## src/rtl/mpm_pkg.sv

```systemverilog
// rtl/mpm_pkg.sv - shared defaults, types and width helpers for the multi-ported memory initiator
package mpm_pkg;

    localparam int MPM_WIDTH      = 32;
    localparam int MPM_DEPTH      = 512;
    localparam int MPM_PORTS      = 8;
    localparam int MPM_RD_LATENCY = 1;
    localparam int MPM_RSP_DEPTH  = 4;

    localparam int ADDR_W   = $clog2(MPM_DEPTH);
    localparam int CREDIT_W = $clog2(MPM_RSP_DEPTH) + 1;

    typedef logic [ADDR_W-1:0]    addr_t;
    typedef logic [MPM_WIDTH-1:0] word_t;
    typedef logic [CREDIT_W-1:0]  credit_t;

    // Credit counters must hold the value RSP_DEPTH itself, hence one bit beyond the pointer width
    function automatic int mpm_credit_w(input int rsp_depth);
        return $clog2(rsp_depth) + 1;
    endfunction

endpackage

```

## src/rtl/mpm_rsp_fifo.sv

```systemverilog
// rtl/mpm_rsp_fifo.sv - per-port first-word-fall-through response FIFO
module mpm_rsp_fifo
    import mpm_pkg::*;
#(
    parameter int WIDTH     = MPM_WIDTH,
    parameter int RSP_DEPTH = MPM_RSP_DEPTH
) (
    input  logic                       clk_i,
    input  logic                       rst_i,
    input  logic                       push_i,
    input  logic [WIDTH-1:0]           push_data_i,
    input  logic                       pop_i,
    output logic [WIDTH-1:0]           pop_data_o,
    output logic                       empty_o,
    output logic                       full_o,
    output logic [$clog2(RSP_DEPTH):0] count_o
);

    localparam int PTR_W = $clog2(RSP_DEPTH);

    logic [WIDTH-1:0] store_q [RSP_DEPTH];
    logic [PTR_W-1:0] wr_ptr_q, wr_ptr_d;
    logic [PTR_W-1:0] rd_ptr_q, rd_ptr_d;
    logic [PTR_W:0]   count_q, count_d;
    logic             pop_ok;

    // Head entry is always presented, so data is valid in the same cycle empty_o drops
    assign pop_data_o = store_q[rd_ptr_q];
    assign empty_o    = (count_q == '0);
    assign full_o     = (count_q == (PTR_W+1)'(RSP_DEPTH));
    assign count_o    = count_q;
    assign pop_ok     = pop_i & ~empty_o;

    // Pointer and occupancy next-state; a push and pop together leave the count unchanged
    always_comb begin
        wr_ptr_d = push_i ? wr_ptr_q + 1'b1 : wr_ptr_q;
        rd_ptr_d = pop_ok ? rd_ptr_q + 1'b1 : rd_ptr_q;
        count_d  = count_q;
        case ({push_i, pop_ok})
            2'b10:   count_d = count_q + 1'b1;
            2'b01:   count_d = count_q - 1'b1;
            default: count_d = count_q;
        endcase
    end

    // Control state register
    always_ff @(posedge clk_i) begin
        if (rst_i) begin
            wr_ptr_q <= '0;
            rd_ptr_q <= '0;
            count_q  <= '0;
        end else begin
            wr_ptr_q <= wr_ptr_d;
            rd_ptr_q <= rd_ptr_d;
            count_q  <= count_d;
        end
    end

    // Data storage needs no reset; occupancy alone decides what is valid
    always_ff @(posedge clk_i) begin
        if (push_i) begin
            store_q[wr_ptr_q] <= push_data_i;
        end
    end

endmodule

```

## src/rtl/mpm_port_initiator.sv

```systemverilog
// rtl/mpm_port_initiator.sv - per-port initiator lanes driving an LVT multi-ported memory; optional MPM_CONFLICT_STALL_EN
module mpm_port_initiator
    import mpm_pkg::*;
#(
    parameter int WIDTH      = MPM_WIDTH,
    parameter int DEPTH      = MPM_DEPTH,
    parameter int PORTS      = MPM_PORTS,
    parameter int RD_LATENCY = MPM_RD_LATENCY,
    parameter int RSP_DEPTH  = MPM_RSP_DEPTH
) (
    input  logic                                 clk_i,
    input  logic                                 rst_i,
    input  logic [PORTS-1:0]                     req_valid_i,
    output logic [PORTS-1:0]                     req_ready_o,
    input  logic [PORTS-1:0]                     req_write_i,
    input  logic [PORTS-1:0][$clog2(DEPTH)-1:0]  req_addr_i,
    input  logic [PORTS-1:0][WIDTH-1:0]          req_data_i,
    output logic [PORTS-1:0]                     rsp_valid_o,
    input  logic [PORTS-1:0]                     rsp_ready_i,
    output logic [PORTS-1:0][WIDTH-1:0]          rsp_data_o,
    output logic [PORTS-1:0][$clog2(DEPTH)-1:0]  mem_addr_o,
    output logic [PORTS-1:0]                     mem_en_o,
    output logic [PORTS-1:0][WIDTH-1:0]          mem_d_o,
    input  logic [PORTS-1:0][WIDTH-1:0]          mem_q_i
);

    localparam int LANE_ADDR_W = $clog2(DEPTH);
    localparam int LANE_CRED_W = mpm_credit_w(RSP_DEPTH);
    localparam int CNT_W       = $clog2(RSP_DEPTH) + 1;

    logic [PORTS-1:0]                   conflict_stall;
    logic [PORTS-1:0]                   acc_wr;
    logic [PORTS-1:0]                   acc_rd;
    logic [PORTS-1:0]                   rsp_pop;
    logic [PORTS-1:0]                   fifo_push;
    logic [PORTS-1:0]                   fifo_empty;
    logic [PORTS-1:0]                   fifo_full;
    logic [PORTS-1:0][CNT_W-1:0]        fifo_count;
    logic [LANE_CRED_W-1:0]             credit [PORTS];

    // Bit 0 marks the cycle the address is on the bus, bits 1..RD_LATENCY track the memory latency
    logic [RD_LATENCY:0]                rd_pipe_q [PORTS];
    logic [RD_LATENCY:0]                rd_pipe_d [PORTS];

    logic [PORTS-1:0]                   mem_en_q, mem_en_d;
    logic [PORTS-1:0][LANE_ADDR_W-1:0]  mem_addr_q, mem_addr_d;
    logic [PORTS-1:0][WIDTH-1:0]        mem_d_q, mem_d_d;

    assign mem_en_o    = mem_en_q;
    assign mem_addr_o  = mem_addr_q;
    assign mem_d_o     = mem_d_q;
    assign rsp_valid_o = ~fifo_empty;

    // Same-address write arbitration: the lowest-index writer proceeds, higher writers retry
    always_comb begin
        conflict_stall = '0;
`ifdef MPM_CONFLICT_STALL_EN
        for (int p = 1; p < PORTS; p++) begin
            for (int k = 0; k < p; k++) begin
                if (req_valid_i[k] && req_write_i[k] && req_write_i[p] &&
                    (req_addr_i[k] == req_addr_i[p])) begin
                    conflict_stall[p] = 1'b1;
                end
            end
        end
`endif
    end

    // Credits: every slot is owned by either an in-flight read or a queued response
    always_comb begin
        for (int p = 0; p < PORTS; p++) begin
            credit[p] = LANE_CRED_W'(RSP_DEPTH - $countones(rd_pipe_q[p]) - int'(fifo_count[p]));
        end
    end

    // Handshake: writes never need credit, reads need a free response slot
    always_comb begin
        for (int p = 0; p < PORTS; p++) begin
            req_ready_o[p] = !rst_i && (req_write_i[p] || (credit[p] != '0)) && !conflict_stall[p];
            acc_wr[p]      = req_valid_i[p] && req_ready_o[p] && req_write_i[p];
            acc_rd[p]      = req_valid_i[p] && req_ready_o[p] && !req_write_i[p];
            rsp_pop[p]     = rsp_valid_o[p] && rsp_ready_i[p];
        end
    end

    // Memory port next-state: address holds when idle so the memory sees a stable bus
    always_comb begin
        for (int p = 0; p < PORTS; p++) begin
            mem_en_d[p]   = acc_wr[p];
            mem_addr_d[p] = (acc_wr[p] || acc_rd[p]) ? req_addr_i[p] : mem_addr_q[p];
            mem_d_d[p]    = acc_wr[p] ? req_data_i[p] : '0;
        end
    end

    // Read-latency tracking; the oldest bit lines up with valid mem_q data
    always_comb begin
        for (int p = 0; p < PORTS; p++) begin
            rd_pipe_d[p] = {rd_pipe_q[p][RD_LATENCY-1:0], acc_rd[p]};
            // Credit accounting keeps this gate transparent; it only guards the oldest entry
            fifo_push[p] = rd_pipe_q[p][RD_LATENCY] && (!fifo_full[p] || rsp_pop[p]);
        end
    end

    // Registered memory port and read pipeline; reset drops any read still in flight
    always_ff @(posedge clk_i) begin
        if (rst_i) begin
            mem_en_q   <= '0;
            mem_addr_q <= '0;
            mem_d_q    <= '0;
            for (int p = 0; p < PORTS; p++) begin
                rd_pipe_q[p] <= '0;
            end
        end else begin
            mem_en_q   <= mem_en_d;
            mem_addr_q <= mem_addr_d;
            mem_d_q    <= mem_d_d;
            for (int p = 0; p < PORTS; p++) begin
                rd_pipe_q[p] <= rd_pipe_d[p];
            end
        end
    end

    for (genvar g = 0; g < PORTS; g++) begin : g_lane
        mpm_rsp_fifo #(
            .WIDTH     (WIDTH),
            .RSP_DEPTH (RSP_DEPTH)
        ) u_rsp_fifo (
            .clk_i       (clk_i),
            .rst_i       (rst_i),
            .push_i      (fifo_push[g]),
            .push_data_i (mem_q_i[g]),
            .pop_i       (rsp_pop[g]),
            .pop_data_o  (rsp_data_o[g]),
            .empty_o     (fifo_empty[g]),
            .full_o      (fifo_full[g]),
            .count_o     (fifo_count[g])
        );
    end

endmodule

```

## config.mk

```make
export PLATFORM = sky130hd
export DESIGN_NAME = mpm_port_initiator
export DESIGN_NICKNAME = d
export VERILOG_FILES = /design/src/rtl/mpm_pkg.sv /design/src/rtl/mpm_rsp_fifo.sv /design/src/rtl/mpm_port_initiator.sv
export SDC_FILE = /design/constraint.sdc
export NUM_CORES = 1
export LEC_CHECK = 0
export CAP_MARGIN = 20
export CELL_PAD_IN_SITES_DETAIL_PLACEMENT = 1
export CELL_PAD_IN_SITES_GLOBAL_PLACEMENT = 1
export CORE_AREA = 3 3 474 476
export DETAILED_ROUTE_END_ITERATION = 10
export DIE_AREA = 0 0 477 479
export PLACE_DENSITY_LB_ADDON = 0.1
export SETUP_SLACK_MARGIN = 0.2
export SLEW_MARGIN = 25
export SYNTH_ARGS = -nofsm -noshare
export SYNTH_HDL_FRONTEND = slang
export SYNTH_SLANG_ARGS = --single-unit
```

## constraint.sdc

```tcl
create_clock -name clk_i -period 3.8 [get_ports clk_i]
set_input_delay 0.57 -clock clk_i [delete_from_list [all_inputs] [get_ports clk_i]]
set_output_delay 0.57 -clock clk_i [all_outputs]
set_load 0.01 [all_outputs]
```

# After elaboration in Yosys (flattened, before gate mapping)
# Memory sizes are Yosys's and may differ from the RTL's. A register that Yosys moved wholly into a read port is not among the register bits.
# Index checks and enable logic that the tools add are counted.
[classes]
n_mux = 51
reduce_logical = 121
n_eq_ne = 24
add_sub_neg = 56
n_bitwise = 33
[op_table]
columns = ["operator", "n"]
rows = [
  ["1-bit logical AND", 48],
  ["2-bit 2-to-1 mux", 24],
  ["3-bit case mux with 2 select lines", 8],
  ["2-bit by 1-bit adder with 2-bit output, second input constant", 16],
  ["3-bit by 1-bit adder with 3-bit output, second input constant", 8],
  ["3-bit equality test, second input constant", 8],
  ["3-bit logical NOT", 8],
  ["1-bit logical OR", 24],
  ["3-bit nonzero test", 8],
  ["3-bit by 1-bit subtractor with 3-bit output, second input constant", 8],
  ["3-bit by 2-bit subtractor with 3-bit output, first input constant", 8],
  ["3-bit subtractor", 8],
  ["1-bit 2-to-1 mux", 19],
  ["1-bit logical NOT", 17],
  ["1-bit by 1-bit adder with 2-bit output", 8],
  ["2-bit by 1-bit equality test with 1-bit output, second input constant", 8],
  ["2-bit equality test, second input constant", 8],
  ["1-bit NOT", 16],
  ["2-bit nonzero test", 8],
  ["2-bit OR reduction", 8],
  ["1-bit bitwise AND", 8],
  ["8-bit NOT", 1],
  ["1-bit bitwise OR", 8],
]
[totals]
ramBits = 1040
mem_count = 9
output_inout_bits = 608
input_bits = 610
reg_bits = 392
elab_cells = 335
[memory_table]
columns = ["memory", "words", "width", "rd", "rd_ports_with_merged_regs", "write_ports", "line", "text"]
rows = [
  ["g_lane[0].u_rsp_fifo.store_q", 4, 32, 1, 1, 1, "mpm_rsp_fifo.sv:21", "logic [WIDTH-1:0] store_q [RSP_DEPTH];"],
  ["g_lane[1].u_rsp_fifo.store_q", 4, 32, 1, 1, 1, "mpm_rsp_fifo.sv:21", ""],
  ["g_lane[2].u_rsp_fifo.store_q", 4, 32, 1, 1, 1, "mpm_rsp_fifo.sv:21", ""],
  ["g_lane[3].u_rsp_fifo.store_q", 4, 32, 1, 1, 1, "mpm_rsp_fifo.sv:21", ""],
  ["g_lane[4].u_rsp_fifo.store_q", 4, 32, 1, 1, 1, "mpm_rsp_fifo.sv:21", ""],
  ["g_lane[5].u_rsp_fifo.store_q", 4, 32, 1, 1, 1, "mpm_rsp_fifo.sv:21", ""],
  ["+3 memories", "-", "-", "-", "-", "-", "-", ""],
]

# Depth between registers and ports, before layout
# Gate-level depths: netlist (run 1).
# An unclocked memory read counts as a cell.
[logic_depth]
word_depth = 11
ltp_mapped = 9
ltp_nobuf = 9

# By module
# A second synthesis (run 1) with hierarchy kept.
[unflattened]
cells_unflattened = 2760
hier_area_um2 = 52599.2
[by_module_without_submodules]
columns = ["module", "area_each_um2", "seq_area_each_um2", "cells_per_inst", "instances"]
rows = [
  ["mpm_rsp_fifo", 5107.4, 4023.9, 217, 8],
  ["mpm_port_initiator", 11740.0, 7046.8, 1024, 1],
]

# Worst setup path after synthesis (run 1)
# Ideal clock, no wire load.
[synth_timing]
path_type = "input-to-reg"
startpoint = "in rsp_ready_i[0]"
endpoint = "reg g_lane[0].u_rsp_fifo.count_q[2]"
stages = 9
t_required_ns = 3.729
path_buffers = 0
arrival_time_ns = 2.266
path_slack_ns = 1.464
setup_ns = 0.071
cell_sequence = "nor4b_1 -> nor2_1 -> inv_1 -> ha_1 -> inv_1 -> fa_1 -> xor2_1 -> or3_2 -> a21oi_1"
[synth_between]
elab_chain_cells = 5
elab_cells_between_ends = 8
cone_classes = "eq/ne: 2; mux: 1; bitwise: 1; reduce/logical: 4"
[synth_lines]
columns = ["element", "line", "text"]
rows = [
  ["start, declared", "mpm_port_initiator.sv:19", "input logic [PORTS-1:0] rsp_ready_i,"],
  ["1-bit logical AND *", "mpm_port_initiator.sv:82", "rsp_pop[p] = rsp_valid_o[p] && rsp_ready_i[p];"],
  ["1-bit logical OR", "mpm_port_initiator.sv:100", "fifo_push[p] = rd_pipe_q[p][RD_LATENCY] && (!fifo_full[p] || rsp_pop[p]);"],
  ["1-bit logical AND", "mpm_port_initiator.sv:100", ""],
  ["2-bit by 1-bit equality test with 1-bit output or 2-bit equality test (tied branches)", "mpm_rsp_fifo.sv:39", "case ({push_i, pop_ok})"],
  ["3-bit case mux with 2 select lines or 2-bit nonzero test (tied branches)", "-", ""],
  ["end signal, assigned", "mpm_rsp_fifo.sv:55", "count_q <= count_d;"],
  ["end, declared", "mpm_rsp_fifo.sv:24", "logic [PTR_W:0] count_q, count_d;"],
]
# Mark *: on every way between the ends. The rest lies on a longest branch, timed or not.
# A chain may end at the register's enable or synchronous reset.

==> flow_metrics.tcl, run 1 <==
set metrics [dict create \
    port_buffers 1217 \
    dieHeight_um 479 \
    crit_type "flip-flop to output port" \
    endpoint "rsp_data_o[161]" \
    wirelength_um 201000 \
    layout-drive-gt1-share 0.150 \
    cpPeakStageDelay_ps 590 \
    total_leakage_power_nw 24.5 \
    viasPerCell 4.16 \
    wl_met1_um 75900 \
    critPathTopFamily "buffers and inverters" \
    drt_iter0_markers 1585 \
    period_share 0.884 \
    start_util 0.235 \
    ys_types 30 \
    first_pass_iters 5 \
    final_cells 7223 \
    hold_path_class "input port to flip-flop" \
    drc 0 \
    avgSynthCellArea_um2 19.0 \
    cts_buffer_depth 3 \
    ios 1218 \
    wl_met3_um 19100 \
    area_growth_pct 41.6 \
    seqPwrFrac 0.453 \
    r2r-end "mem_addr_o[44]" \
    cp-start-kind "flip-flop" \
    cts_buffers 172 \
    synth_seq_cells 1448 \
    p_comb_frac 0.125 \
    clock_sinks 1448 \
    grt_overflow 0 \
    finalNetCount 4768 \
    design.die.area_mm2 0.228 \
    cp_data_arrival_time_ps 2790 \
    min_path_cells 2 \
    required_ps 3230 \
    postCtsSetupBuffers 0 \
    grtUsageTotal 0.171 \
    grt_max_degree 72 \
    die_w_um 477 \
    rrSetupSlack_ps 1270 \
    clock-skew-final_ps 44.9 \
    total_power_mw 38.6 \
    ys_seq_area_frac 0.753 \
    crit_path_end_kind "output port" \
    reg2reg_depth 7 \
    setup_tns_ps 0 \
    cts_tree "built" \
    ant_nets 0 \
    switching_share 0.238 \
    design_area_mm2 0.0738 \
    postSynthCellCount 2738 \
    grt_pass1_vias 32400 \
    status "finished clean" \
    wl_per_cell_um 27.8 \
    path_buf_inv 2 \
    clkTransAtPathRegs_ps 60 \
    powerDensity_mw_per_mm2 524 \
    top_layer_used "met5" \
    p_int_mw 29.4 \
    dpl.hpwl_um 149000 \
    clk-insertion-delay-late_ps 800 \
    antenna_found_initial 110 \
    relSlewSlack 0.347 \
    max-vdd-ir-drop_mv 0.421 \
    worst-path-stages 3 \
    critPathMaxFanout 13 \
    synth_warnings 0 \
    place_area_mm2 0.0681 \
    gp_congestion 0.841 \
    finalSetupViolations 0 \
    core_mm2 0.221 \
    vias 30000 \
    reg2reg_from "rd_pipe_q[1][1]" \
    clock.fmax_mhz 298 \
    slew_viol_final 0 \
    p_clk_frac 0.422 \
    period_minus_slack_ps 3360 \
    slowest_stage "mux4_2" \
    grt_pass1_wl_um 273000 \
    h-tree-depth 4 \
    path_cells "buf_4, mux4_2, clkdlybuf4s50_1" \
    synth_fp_nets 3428 \
    rsz0062_at_grt "false" \
    rows 173 \
    wl_met2_um 101000 \
    hold_buffers 0 \
    worst_slew_pin_slew_ps 980 \
    hold_viol_final 0 \
    root_buffer "clkbuf_16" \
    switching_power_mw 9.20 \
    netlist_area_mm2 0.0521 \
    cap_violations 0 \
    dp.cells 6879 \
]
## layer usage
layer | up-vias | global-route usage
li1 | 13200 | -
met1 | 15400 | 0.191
met4 | 30 | 0.0376
met2 | 1081 | 0.300
met3 | 368 | 0.0771
met5 | - | 0
## repair_timing
action | in CTS | in global routing
pin swaps | 0 | 0
gates cloned | 0 | 0
resized for setup | 20 | 7
setup endpoints to repair | 37 | 9
## cell families (layout without fill, tap and decap cells)
group                      after synthesis  in the layout  share of synthesized area
buffers and inverters                  186           1673                     0.0153
adders and majority gates               80             80                     0.0204
and+or+nand+nor                        576            576                     0.0678
muxes                                  328            328                      0.124
other                                    0             23                          0
DFF                                   1448           1448                      0.753
xor gates and xnor gates                40             40                    0.00903
AOI/OAI and AO/OA                       80             80                    0.00999
## metrics by stage
step            util  hold WS, ps  worst slack, ps
2_1_floorplan      -          445             1460
3_5_place_dp   0.307          462              692
5_1_grt        0.333          214              209
6_report       0.333          279              439
4_1_cts        0.333          156             27.3
3_3_place_gp   0.307          459              659
## cell usage in the layout (no fill, tap or decap), types with 56 or more instances in the layout
| master | netlist | routed |
|---|---|---|
| mux2i_1 | 72 | 72 |
| clkbuf_16 | 0 | 179 |
| mux4_2 | 256 | 256 |
| dfxtp_1 | 424 | 412 |
| ha_1 | 72 | 72 |
| and2_1 | 256 | 256 |
| edfxtp_1 | 1024 | 1024 |
| inv_1 | 72 | 72 |
| buf_4 | 0 | 56 |
| nor2_1 | 64 | 64 |
| nand2b_1 | 144 | 144 |
| clkdlybuf4s50_1 | 0 | 1208 |
## registers in the layout, indices dropped and copies added, names as in the netlist, named ones only
register and count:
g_lane.u_rsp_fifo.store_q 1024, mem_d_o 256, mem_addr_o 72, g_lane.u_rsp_fifo.count_o 24
g_lane.u_rsp_fifo.rd_ptr_q 16, g_lane.u_rsp_fifo.wr_ptr_q 16, rd_pipe_q 16, mem_en_o 8
## final cells by class
class	count	area, um^2
Fill cell	22600	148000
Sequential cell	1448	39300
Timing Repair Buffer	1280	12700
Multi-Input combinational cell	1104	12100
Clock buffer	244	4930
Tap cell	2975	3720
Clock inverter	77	663
Inverter	72	270
Antenna cell	23	57.6
## power by group through the flow
stage | sequential, mW | clock [mW] | combinational, mW
6_report | 17.5 | 16.3 | 4.81
5_1_grt | 17.6 | 17.5 | 5.16
2_1_floorplan | 17.8 | 0 | 2.06
3_5_place_dp | 17.9 | 0 | 4.91
3_3_place_gp | 17.9 | 0 | 4.91
4_1_cts | 17.5 | 16.9 | 4.95
## worst min-delay path by stage
stage | start | endpoint | slack [ps]
3_3_place_gp | mem_addr_o[17] | mem_addr_o[17] | 460
5_1_grt | rst_i | rd_pipe_q[0][5] | 210
3_5_place_dp | rd_pipe_q[0][6] | rd_pipe_q[0][7] | 460
6_report | rst_i | rd_pipe_q[0][5] | 280
4_1_cts | rst_i | g_lane[2].u_rsp_fifo.count_o[1] | 160
2_1_floorplan | rd_pipe_q[0][0] | rd_pipe_q[0][1] | 440
## Yosys cell counts
cell type,instances,area (um^2)
nor4_1,8,50.1
xor2_1,24,210
buf_1,11,41.3
inv_1,72,270
and3b_1,8,70.1
o41a_1,8,90.1
nand2b_1,144,901
ha_1,72,901
buf_2,30,150
and3_1,32,200
or3_2,16,120
mux4_2,256,5770
clkbuf_1,65,244
o311ai_0,8,70.1
nand3_1,16,80.1
nor2_1,64,240
a21oi_1,32,160
o31a_2,8,80.1
edfxtp_1,1024,30700
dfxtp_1,424,8490
nor4b_1,16,140
buf_6,8,90.1
xor3_1,8,190
fa_1,8,160
and2_1,256,1600
mux2i_1,72,721
or4b_2,8,80.1
o21ai_0,24,120
nor2b_1,8,50.1
xnor2_1,8,70.1
(Power assumes the default switching activity.)
==> run 2, diff against run 1 <==
- CORE_AREA: 3 3 474 476 -> not set
- CORE_ASPECT_RATIO: not set -> 0.5
- CORE_MARGIN: not set -> 3
- CORE_UTILIZATION: not set -> 30
- DIE_AREA: 0 0 477 479 -> not set
==> run 2 against run 1 <==
First-iteration DRC count rose by 17%. Setup slack lost 73 ps. Via count is 1.6% lower. Maximum frequency is 2.1% lower. Global-route usage up 3.7 points. Utilization increased by 8.7 points. Register-to-register slack about the same. Clock power decreased by 11%. Flip-flop and latch count unchanged. Combinational power fell by 1%. Routed wire length decreased by 4.6%.
==> flow_metrics.tcl, run 2 (synthesis results as in run 1) <==
set metrics [dict create \
    status "finished clean" \
    switching_share 0.234 \
    core_mm2 0.171 \
    top_register "g_lane.u_rsp_fifo.store_q" \
    grtUsageTotal 0.209 \
    cap_violations 0 \
    cts_buffer_depth 4 \
    p_int_mw 28.1 \
    h-tree-depth 4 \
    setup_tns_ps 0 \
    worst_slack_ps 366 \
    critPathMaxFanout 32 \
    place_area_mm2 0.0672 \
    cp-start-kind "flip-flop" \
    switching_power_mw 8.60 \
    slew_viol_final 0 \
    largest_register_ffs 1024 \
    num-fill-cells 16700 \
    clkTransAtPathRegs_ps 60 \
    rsz0062_at_grt "false" \
    final_cell_mix "clkdlybuf4s50_1, edfxtp_1, dfxtp_1, mux4_2, and2_1" \
    powerDensity_mw_per_mm2 510 \
    clk-insertion-delay-late_ps 800 \
    worst_slew_pin_slew_ps 983 \
    ant_nets 0 \
    grt_pass1_wl_um 260000 \
    first_pass_iters 5 \
    port_buffers 1217 \
    drc 0 \
    drt_iter0_markers 1858 \
    hold_path_class "input port to flip-flop" \
    multi_input_comb_area_mm2 0.0121 \
    die_w_um 595 \
    cts_buffers 152 \
    grt_pass1_vias 31500 \
    layout-drive-gt1-share 0.140 \
    finalSetupViolations 0 \
    finalNetCount 4745 \
    hold_ws_ps 253 \
    period_minus_slack_ps 3430 \
    start_util 0.304 \
    dpl.hpwl_um 144000 \
    design_area_mm2 0.0720 \
    p_clk_frac 0.396 \
    dpl_worst_slack_ps 666 \
    path_cells "buf_4, mux4_2, clkdlybuf4s50_1" \
    postCtsSetupBuffers 0 \
    period_share 0.904 \
    wl_per_cell_um 29.5 \
    vias 29600 \
    post-route-util 0.420 \
    cts_tree "built" \
    root_buffer "clkbuf_16" \
    required_ps 3230 \
    critPathTopFamily "buffers and inverters" \
    relSlewSlack 0.345 \
    hold_buffers 0 \
    final_cells 6482 \
    rows 107 \
    gp_congestion 0.949 \
    ios 1218 \
    clock_sinks 1448 \
    crit_type "flip-flop to output port" \
    total_leakage_power_nw 24.1 \
    path_buf_inv 2 \
    wirelength_um 191000 \
    final_common_cell "clkdlybuf4s50_1" \
    clock-skew-final_ps 64.0 \
    dp.cells 6190 \
    antenna_found_initial 123 \
    total_power_mw 36.7 \
    cp_data_arrival_time_ps 2860 \
    slowest_stage "mux4_2" \
    crit_path_end_kind "output port" \
    regArea_mm2 0.0393 \
    seqPwrFrac 0.475 \
    design.die.area_mm2 0.179 \
    grt_overflow 0 \
    hold_viol_final 0 \
    viasPerCell 4.56 \
    grt_max_degree 152 \
    clock.fmax_mhz 291 \
    p_comb_frac 0.130 \
    area_growth_pct 38.1 \
    cpPeakStageDelay_ps 590 \
    dieHeight_um 301 \
    max-vdd-ir-drop_mv 0.311 \
]
## run 2: final cells by class
| cell class | count | area share |
|---|---|---|
| sequential | 1448 | 0.545 |
| timing repair buffer | 1277 | 0.176 |
| multi-input combinational | 1104 | 0.168 |
| clock buffer | 204 | 0.0585 |
| tap | 2289 | 0.0398 |
| clock inverter | 59 | 0.00695 |
| inverter | 72 | 0.00375 |
| antenna | 29 | 0.00101 |
## run 2: power by group through the flow
| stage | registers [mW] | clock network, mW | logic, mW |
|---|---|---|---|
| 2_1_floorplan | 17.8 | 0 | 2.06 |
| 3_3_place_gp | 17.8 | 0 | 4.83 |
| 3_5_place_dp | 17.8 | 0 | 4.87 |
| 4_1_cts | 17.4 | 15.0 | 4.89 |
| 5_1_grt | 17.5 | 15.7 | 5.08 |
| 6_report | 17.4 | 14.5 | 4.76 |
## run 2: per-layer routing
| layer | track usage | up-vias | routed length (um) |
|---|---|---|---|
| met2 | 0.390 | 838 | 104000 |
| met4 | 0.0576 | 52 | 5170 |
| met1 | 0.236 | 15200 | 72000 |
| met5 | 0 | - | 351 |
| li1 | - | 13100 | - |
| met3 | 0.0522 | 382 | 10200 |
## run 2: final timing paths
path / slack (ps) / end / startpoint / cells past startpoint
worst max-delay path: 370 / rsp_data_o[49] / flip-flop / 3
worst min-delay path: 250 / flip-flop / rst_i / 2
worst max register to register: 1270 / g_lane[7].u_rsp_fifo.count_o[2] / g_lane[7].u_rsp_fifo.count_o[2] / 9
worst min register to register: 460 / rd_pipe_q[1][1] / rd_pipe_q[1][0] / 1
## run 2: what timing repair did
action,in CTS,in global routing
gates resized for setup,10,8
cloned,0,0
endpoints found under the hold margin,0,0
endpoints found under the setup margin,8,8
